## config.mk

```make
export PLATFORM = sky130hd
export DESIGN_NAME = motion_cntrl_flat
export DESIGN_NICKNAME = d
export VERILOG_FILES = /design/src/rtl/motion_pkg.sv /design/src/rtl/motion_cntrl_if.sv /design/src/rtl/sat_clip.sv /design/src/rtl/motion_cntrl.sv /design/src/flat_wrapper.sv
export SDC_FILE = /design/constraint.sdc
export NUM_CORES = 1
export LEC_CHECK = 0
export ABC_AREA = 1
export CORE_ASPECT_RATIO = 2
export CORE_MARGIN = 2
export CORE_UTILIZATION = 55
export CTS_CLUSTER_DIAMETER = 60
export CTS_CLUSTER_SIZE = 40
export DETAILED_ROUTE_END_ITERATION = 10
export GPL_ROUTABILITY_DRIVEN = 0
export PLACE_DENSITY = 0.85
export SYNTH_ARGS = -nofsm -noshare
export SYNTH_HDL_FRONTEND = slang
export SYNTH_SLANG_ARGS = --single-unit
```

## constraint.sdc

```tcl
create_clock -name clk -period 4.45 [get_ports clk]
set_clock_uncertainty 0.05 [all_clocks]
set_input_delay 1.335 -clock clk [delete_from_list [all_inputs] [get_ports clk]]
set_output_delay 1.335 -clock clk [all_outputs]
set_load 0.01 [all_outputs]
```

## src/rtl/motion_pkg.sv

```systemverilog
// Shared widths, limits and FSM encoding for the motion_cntrl steering stage.
// MOTION_DERIV_EN adds the D_CALC state to the enum.
package motion_pkg;

   localparam int ERR_W = 12;
   localparam int DRV_W = 11;
   localparam int INT_W = 16;
   localparam int ES_W  = 10;
   localparam int P_W   = 14;
   localparam int D_W   = 15;
   localparam int PI_W  = 17;

   localparam int ERR_MAX = 511;
   localparam int ERR_MIN = -512;
   localparam int DRV_MAX = 1023;
   localparam int DRV_MIN = -1023;
   localparam int INT_MAX = 32767;
   localparam int INT_MIN = -32768;

   typedef enum logic [2:0] {
      IDLE,
      P_CALC,
      I_CALC,
`ifdef MOTION_DERIV_EN
      D_CALC,
`endif
      SUM,
      OUT
   } state_e;

endpackage

```

## src/rtl/motion_cntrl_if.sv

```systemverilog
// Sample/command bundle between the line sensor front end, motion_cntrl and motor_cntrl.
// master drives the sample side; slave is the steering stage.
interface motion_cntrl_if;
   import motion_pkg::*;

   logic                    go;
   logic signed [DRV_W-1:0] fwd_spd;
   logic signed [ERR_W-1:0] error;
   logic                    err_vld;
   logic signed [DRV_W-1:0] lft;
   logic signed [DRV_W-1:0] rht;
   logic                    out_vld;
   logic                    busy;

   modport master (
      output go, fwd_spd, error, err_vld,
      input  lft, rht, out_vld, busy
   );

   modport slave (
      input  go, fwd_spd, error, err_vld,
      output lft, rht, out_vld, busy
   );

endinterface

```

## src/rtl/sat_clip.sv

```systemverilog
// Signed saturating narrower: clips din into [MIN_V, MAX_V] and truncates to OUT_W bits.
module sat_clip #(
   parameter int IN_W  = 18,
   parameter int OUT_W = 11,
   parameter int MIN_V = -1023,
   parameter int MAX_V = 1023
) (
   input  logic signed [IN_W-1:0]  din,
   output logic signed [OUT_W-1:0] dout
);

   localparam logic signed [IN_W-1:0]  MAX_I = IN_W'(MAX_V);
   localparam logic signed [IN_W-1:0]  MIN_I = IN_W'(MIN_V);
   localparam logic signed [OUT_W-1:0] MAX_O = OUT_W'(MAX_V);
   localparam logic signed [OUT_W-1:0] MIN_O = OUT_W'(MIN_V);

   always_comb begin
      if (din > MAX_I) begin
         dout = MAX_O;
      end else if (din < MIN_I) begin
         dout = MIN_O;
      end else begin
         dout = din[OUT_W-1:0];
      end
   end

endmodule

```

## src/rtl/motion_cntrl.sv

```systemverilog
// motion_cntrl: multi-cycle PI steering stage producing held lft/rht drive words for motor_cntrl.
// Optional macro MOTION_DERIV_EN adds a derivative term and one extra D_CALC cycle.
module motion_cntrl
   import motion_pkg::*;
#(
   parameter int unsigned P_COEFF = 4,
   parameter int unsigned INT_DEC = 4,
   parameter int unsigned I_SHIFT = 4,
   parameter int unsigned D_COEFF = 2
) (
   input  logic          clk,
   input  logic          rst,
   motion_cntrl_if.slave mif
);

   localparam int SUM_W = PI_W + 1;
   localparam logic signed [P_W-1:0] P_K = P_W'(P_COEFF);

   if (P_COEFF > 15 || D_COEFF > 15) begin : g_bad_gain
      $error("motion_cntrl: P_COEFF and D_COEFF must fit in 4 bits");
   end
   if (INT_DEC == 0 || INT_DEC > 15) begin : g_bad_dec
      $error("motion_cntrl: INT_DEC must be in 1..15");
   end

   state_e                  state_q, state_d;
   logic signed [ES_W-1:0]  err_sat_c, err_sat_q, err_sat_d;
   logic signed [DRV_W-1:0] fwd_q, fwd_d;
   logic signed [P_W-1:0]   p_q, p_d;
   logic signed [INT_W:0]   integ_sum;
   logic signed [INT_W-1:0] integ_q, integ_d, integ_sat, integ_new;
   logic signed [INT_W-1:0] iterm_q, iterm_d;
   logic [3:0]              cnt_q, cnt_d;
   logic                    dec_hit;
   logic signed [PI_W-1:0]  pi_c;
   logic signed [SUM_W-1:0] lft_raw, rht_raw;
   logic signed [DRV_W-1:0] lft_sat, rht_sat;
   logic signed [DRV_W-1:0] lft_q, lft_d, rht_q, rht_d;
   logic                    out_vld_q, out_vld_d;

`ifdef MOTION_DERIV_EN
   localparam logic signed [D_W-1:0] D_K = D_W'(D_COEFF);
   logic signed [ES_W-1:0] prev_q, prev_d;
   logic signed [D_W-1:0]  dterm_q, dterm_d;
   assign pi_c = PI_W'(p_q) + PI_W'(iterm_q) + PI_W'(dterm_q);
`else
   assign pi_c = PI_W'(p_q) + PI_W'(iterm_q);
`endif

   sat_clip #(.IN_W(ERR_W), .OUT_W(ES_W), .MIN_V(ERR_MIN), .MAX_V(ERR_MAX))
      u_err_sat (.din(mif.error), .dout(err_sat_c));

   // Integrator accumulates one bit wider so the clamp sees the true sum.
   assign integ_sum = (INT_W+1)'(integ_q) + (INT_W+1)'(err_sat_q);
   sat_clip #(.IN_W(INT_W+1), .OUT_W(INT_W), .MIN_V(INT_MIN), .MAX_V(INT_MAX))
      u_int_sat (.din(integ_sum), .dout(integ_sat));

   assign dec_hit   = (cnt_q == 4'(INT_DEC - 1));
   assign integ_new = dec_hit ? integ_sat : integ_q;

   assign lft_raw = SUM_W'(fwd_q) - SUM_W'(pi_c);
   assign rht_raw = SUM_W'(fwd_q) + SUM_W'(pi_c);
   sat_clip #(.IN_W(SUM_W), .OUT_W(DRV_W), .MIN_V(DRV_MIN), .MAX_V(DRV_MAX))
      u_lft_sat (.din(lft_raw), .dout(lft_sat));
   sat_clip #(.IN_W(SUM_W), .OUT_W(DRV_W), .MIN_V(DRV_MIN), .MAX_V(DRV_MAX))
      u_rht_sat (.din(rht_raw), .dout(rht_sat));

   always_comb begin
      state_d   = state_q;
      err_sat_d = err_sat_q;
      fwd_d     = fwd_q;
      p_d       = p_q;
      integ_d   = integ_q;
      iterm_d   = iterm_q;
      cnt_d     = cnt_q;
      lft_d     = lft_q;
      rht_d     = rht_q;
      out_vld_d = 1'b0;
`ifdef MOTION_DERIV_EN
      prev_d    = prev_q;
      dterm_d   = dterm_q;
`endif
      if (!mif.go) begin
         // Losing go drops any sample in flight and returns the loop to a cold start.
         state_d = IDLE;
         lft_d   = '0;
         rht_d   = '0;
         integ_d = '0;
         cnt_d   = '0;
`ifdef MOTION_DERIV_EN
         prev_d  = '0;
`endif
      end else begin
         case (state_q)
            IDLE: begin
               if (mif.err_vld) begin
                  err_sat_d = err_sat_c;
                  fwd_d     = mif.fwd_spd;
                  state_d   = P_CALC;
               end
            end
            P_CALC: begin
               p_d     = P_W'(err_sat_q) * P_K;
               state_d = I_CALC;
            end
            I_CALC: begin
               integ_d = integ_new;
               cnt_d   = dec_hit ? 4'd0 : cnt_q + 4'd1;
               iterm_d = integ_new >>> I_SHIFT;
`ifdef MOTION_DERIV_EN
               state_d = D_CALC;
`else
               state_d = SUM;
`endif
            end
`ifdef MOTION_DERIV_EN
            D_CALC: begin
               dterm_d = (D_W'(err_sat_q) - D_W'(prev_q)) * D_K;
               prev_d  = err_sat_q;
               state_d = SUM;
            end
`endif
            SUM: begin
               // Drive words land here so they are already valid while OUT pulses out_vld.
               lft_d     = lft_sat;
               rht_d     = rht_sat;
               out_vld_d = 1'b1;
               state_d   = OUT;
            end
            OUT:     state_d = IDLE;
            default: state_d = IDLE;
         endcase
      end
   end

   always_ff @(posedge clk) begin
      if (rst) begin
         state_q   <= IDLE;
         lft_q     <= '0;
         rht_q     <= '0;
         out_vld_q <= 1'b0;
         integ_q   <= '0;
         cnt_q     <= '0;
`ifdef MOTION_DERIV_EN
         prev_q    <= '0;
`endif
      end else begin
         state_q   <= state_d;
         lft_q     <= lft_d;
         rht_q     <= rht_d;
         out_vld_q <= out_vld_d;
         integ_q   <= integ_d;
         cnt_q     <= cnt_d;
`ifdef MOTION_DERIV_EN
         prev_q    <= prev_d;
`endif
      end
   end

   always_ff @(posedge clk) begin
      err_sat_q <= err_sat_d;
      fwd_q     <= fwd_d;
      p_q       <= p_d;
      iterm_q   <= iterm_d;
`ifdef MOTION_DERIV_EN
      dterm_q   <= dterm_d;
`endif
   end

   assign mif.lft     = lft_q;
   assign mif.rht     = rht_q;
   assign mif.out_vld = out_vld_q;
   assign mif.busy    = (state_q != IDLE);

endmodule

```

## src/flat_wrapper.sv

```systemverilog
// flat-port wrapper written by rule: the top's interface ports become plain ports
module motion_cntrl_flat import motion_pkg::*;
#(
   parameter int unsigned P_COEFF = 4,
   parameter int unsigned INT_DEC = 4,
   parameter int unsigned I_SHIFT = 4,
   parameter int unsigned D_COEFF = 2
)
  (clk, rst, mif_go, mif_fwd_spd, mif_error, mif_err_vld, mif_lft, mif_rht, mif_out_vld, mif_busy);
  motion_cntrl_if mif_i ();
  input  logic clk;
  input  logic rst;
  input wire logic [$bits(mif_i.go)-1:0] mif_go;
  input wire logic [$bits(mif_i.fwd_spd)-1:0] mif_fwd_spd;
  input wire logic [$bits(mif_i.error)-1:0] mif_error;
  input wire logic [$bits(mif_i.err_vld)-1:0] mif_err_vld;
  output wire logic [$bits(mif_i.lft)-1:0] mif_lft;
  output wire logic [$bits(mif_i.rht)-1:0] mif_rht;
  output wire logic [$bits(mif_i.out_vld)-1:0] mif_out_vld;
  output wire logic [$bits(mif_i.busy)-1:0] mif_busy;
  assign mif_i.go = mif_go;
  assign mif_i.fwd_spd = mif_fwd_spd;
  assign mif_i.error = mif_error;
  assign mif_i.err_vld = mif_err_vld;
  assign mif_lft = mif_i.lft;
  assign mif_rht = mif_i.rht;
  assign mif_out_vld = mif_i.out_vld;
  assign mif_busy = mif_i.busy;
  motion_cntrl #(.P_COEFF(P_COEFF), .INT_DEC(INT_DEC), .I_SHIFT(I_SHIFT), .D_COEFF(D_COEFF)) u_core (.clk(clk), .rst(rst), .mif(mif_i));
endmodule
```

==> out/qor.txt <==
Delay-heaviest family, CP: simple AND/OR/NAND/NOR gates
Tmin final: 4.02 ns
Die area: 12700 um2
Number of global-route vias before repair: 5547
Inserted Diodes: 0
CP endpoint: u_core.mif.rht[7]
Final hold violations: 0
Clk buf depth: 2
Worst R2R Setup Slack: 0.43 ns
Largest net degree at the start of global routing: 33
Combinational power share: 0.165
Leakage: 3.56 nW
Number of enable flip-flop cells after synthesis: 43
Die Y: 157 um
Post-synthesis cell count: 866
Seq pwr share: 0.438
Avg Inst Size Synth: 7.45 um2
Worst-path fanout max: 8
RSZ-0062 raised after global routing: false
DP HPWL: 11.9 mm
Port buffer count: 50
Total CTS buffers: 9
Total Wirelength: 15.6 mm
CTS tree: done
Worst setup path start: u_core.iterm_q[4]
Final core occ: 0.638
WHS Path Cells: 2
Total number of H-tree levels: 3
Routed Antenna Nets: 0
Post-synthesis sequential area ratio: 0.343
Clock share of power: 0.397
Initial Utilization: 0.558
Most used DFF post-synth: dfxtp_1
DRT Pass-1 Iters: 8
R2R depth: 25
HP Class: reg -> reg
Critical Path Start Type: register
DRC: 0
Most common cell on crit path: nand2_1
Clk slew on worst S/H paths: 0.07 ns
Sw frac: 0.289
# nets final: 1001
Synth unique cells: 43
WL per Instance: 14.7 um
CTS root buffer: clkbuf_16
Vias post-DR: 5890
Worst EP required: 4.63 ns
Global-route wire length before repair: 25.4 mm
Pwr dens: 274 nW/um2
Yosys warning total: 0
Initial antenna violation count: 0
Total track usage: 0.255
Pre-CTS WS: 0.500 ns
CP bufs+invs: 2
Skew-Pair Late Insertion Delay: 0.35 ns
Cell Rows: 56
Max rail drop VDD: 0.234 mV
Die extent in x: 80.6 um
R2R Path Start: u_core.iterm_q[4]
Congestion Overflow GR: 0
Crit-path max cell delay: 0.48 ns
Worst-margin pin slew: 0.929 ns
Worst Setup End Kind: register
Via density: 5.54
Number of max-cap violations: 0
Fraction of layout cells with a size suffix above 1: 0.0773
Final Setup Violations: 0
Critical Path Stages: 25
Synthesized flop and latch total: 89
Final worst slack: 0.427 ns
Max Slew Vio Count: 0
Crit Path Class: reg -> reg
Fillers: 974
Final worst-path cycle share: 0.904
# hold bufs at CTS: 0
Placed Area: 7060 um2
Slowest cell on crit path: ha_1
Number of I/O pins: 51
Initial DRC Count: 456
Max Fclk: 0.249 GHz
Net Count, Synth: 954
Core area: 11600 um2
Status: complete, no violations
Area Growth Syn to Fin: 14.4%
Synthesized area: 6450 um2
Final setup TNS: 0 ns
Final Cell Area: 7370 um2
Worst r2r dst: u_core.mif.rht[7]
FFs w/ async S/R, synth: 0
Pint: 1.44 mW
WP data arrival: 4.20 ns
Slew margin rel.: 0.378
Sink Count: 89
Post-CTS Setup Bufs: 0
Sw Pwr: 0.584 mW
## synthesized netlist by cell type (12+ instances only)
master | n | area, um2
a21oi_1 | 76 | 380
dfxtp_1 | 46 | 921
edfxtp_1 | 43 | 1290
ha_1 | 57 | 713
inv_1 | 130 | 488
nand2_1 | 195 | 732
nand2_2 | 12 | 75.1
nand3_1 | 61 | 305
nor2_1 | 77 | 289
o21ai_0 | 28 | 140
xor2_1 | 24 | 210
## how the worst min path moves through the flow
| stage | start | to | slack (ns) |
|---|---|---|---|
| finish | u_core.mif.rht[1] | u_core.mif.rht[1] | 0.43 |
| global route | u_core.mif.rht[1] | u_core.mif.rht[1] | 0.45 |
| CTS | u_core.mif.rht[1] | u_core.mif.rht[1] | 0.43 |
| detailed placement | u_core.mif.rht[1] | u_core.mif.rht[1] | 0.41 |
| global placement | u_core.mif.rht[1] | u_core.mif.rht[1] | 0.41 |
| floorplan | u_core.err_sat_q[8] | u_core.p_q[10] | 0.38 |
## per-layer routing
| metal | GRT usage | vias up | wire (um) |
|---|---|---|---|
| li1 | - | 2906 | - |
| met1 | 0.316 | 2718 | 6500 |
| met5 | 0 | - | 0 |
| met3 | 0.0401 | 46 | 917 |
| met2 | 0.436 | 220 | 7720 |
| met4 | 0.105 | 0 | 463 |
## cell families (layout without fill, tap and decap cells)
logic type / Yosys count / after routing / synth area share
xor+xnor: 30 / 30 / 0.0407
buf+inv: 158 / 210 / 0.0980
fa+ha+maj: 61 / 61 / 0.123
flops: 89 / 89 / 0.343
simple gates: 389 / 389 / 0.268
compound gates: 139 / 139 / 0.127
## per-stage QoR
step / std cells / hold WS [ns] / power [mW]
2_1_floorplan: 866 / 0.381 / 1.14
3_3_place_gp: 1047 / 0.410 / 1.22
3_5_place_dp: 1047 / 0.413 / 1.23
4_1_cts: 1063 / 0.429 / 2.02
5_1_grt: 1063 / 0.450 / 2.09
6_report: 1063 / 0.426 / 2.02
## sequential cells by signal (all words and copies together), names as in the netlist
register and flops:
u_core.cnt_q 4, u_core.err_sat_q 10, u_core.fwd_q 11, u_core.integ_q 16
u_core.iterm_q 12, u_core.mif.lft 11, u_core.mif.out_vld 1, u_core.mif.rht 11
u_core.p_q 10, u_core.state_q 3
## placed cells by master, fill, tap and decap left out, types with 12 or more instances in the layout
master,instances
nor2_1,76
nand3_1,61
ha_1,56
a21oi_1,76
clkdlybuf4s50_1,50
inv_1,130
xor2_1,24
nand2_1,195
dfxtp_1,46
edfxtp_1,43
nand2_2,12
o21ai_0,28
## repair_timing
| action | 4_1_cts | 5_1_grt |
|---|---|---|
| setup endpoints to repair | 0 | 12 |
| hold endpoints to repair | 0 | 0 |
| resized for setup | 0 | 1 |
## area by class of cell
| type | instances | area [um2] | share of cell area |
|---|---|---|---|
| clock inverter | 7 | 88.8 | 0.0120 |
| inverter | 141 | 534 | 0.0724 |
| sequential | 89 | 2210 | 0.300 |
| clock buffer | 9 | 225 | 0.0305 |
| multi-input combinational | 619 | 3610 | 0.489 |
| tap | 145 | 181 | 0.0246 |
| timing repair buffer | 53 | 523 | 0.0709 |
## worst register-to-register path, stage by stage (launching register included)
cell and delay [ns]:
edfxtp_1 0.41, ha_1 0.39, a21o_1 0.21, nand3_1 0.06, nand2_1 0.05, a21oi_1 0.22
nor2_1 0.07, nor2_1 0.12, o21bai_1 0.10, nand2_1 0.07, nand2_1 0.06, a21o_1 0.18
nand2_1 0.06, nand2_1 0.09, ha_1 0.48, inv_1 0.14, nor3_1 0.22, nand2_1 0.09
nand2_1 0.07, nand2_1 0.04, nand2_1 0.10, nand3_1 0.08, nand2_1 0.10, inv_1 0.07
nor2_2 0.24, a21oi_1 0.13
## power by group through the flow
stage / clock, mW / combinational, mW / sequential [mW]
after global routing: 0.833 / 0.372 / 0.885
after global placement: 0 / 0.317 / 0.901
after detailed placement: 0 / 0.324 / 0.902
after floorplan: 0 / 0.240 / 0.897
after CTS: 0.807 / 0.328 / 0.884
final: 0.802 / 0.333 / 0.884
(Power assumes the default switching activity.)
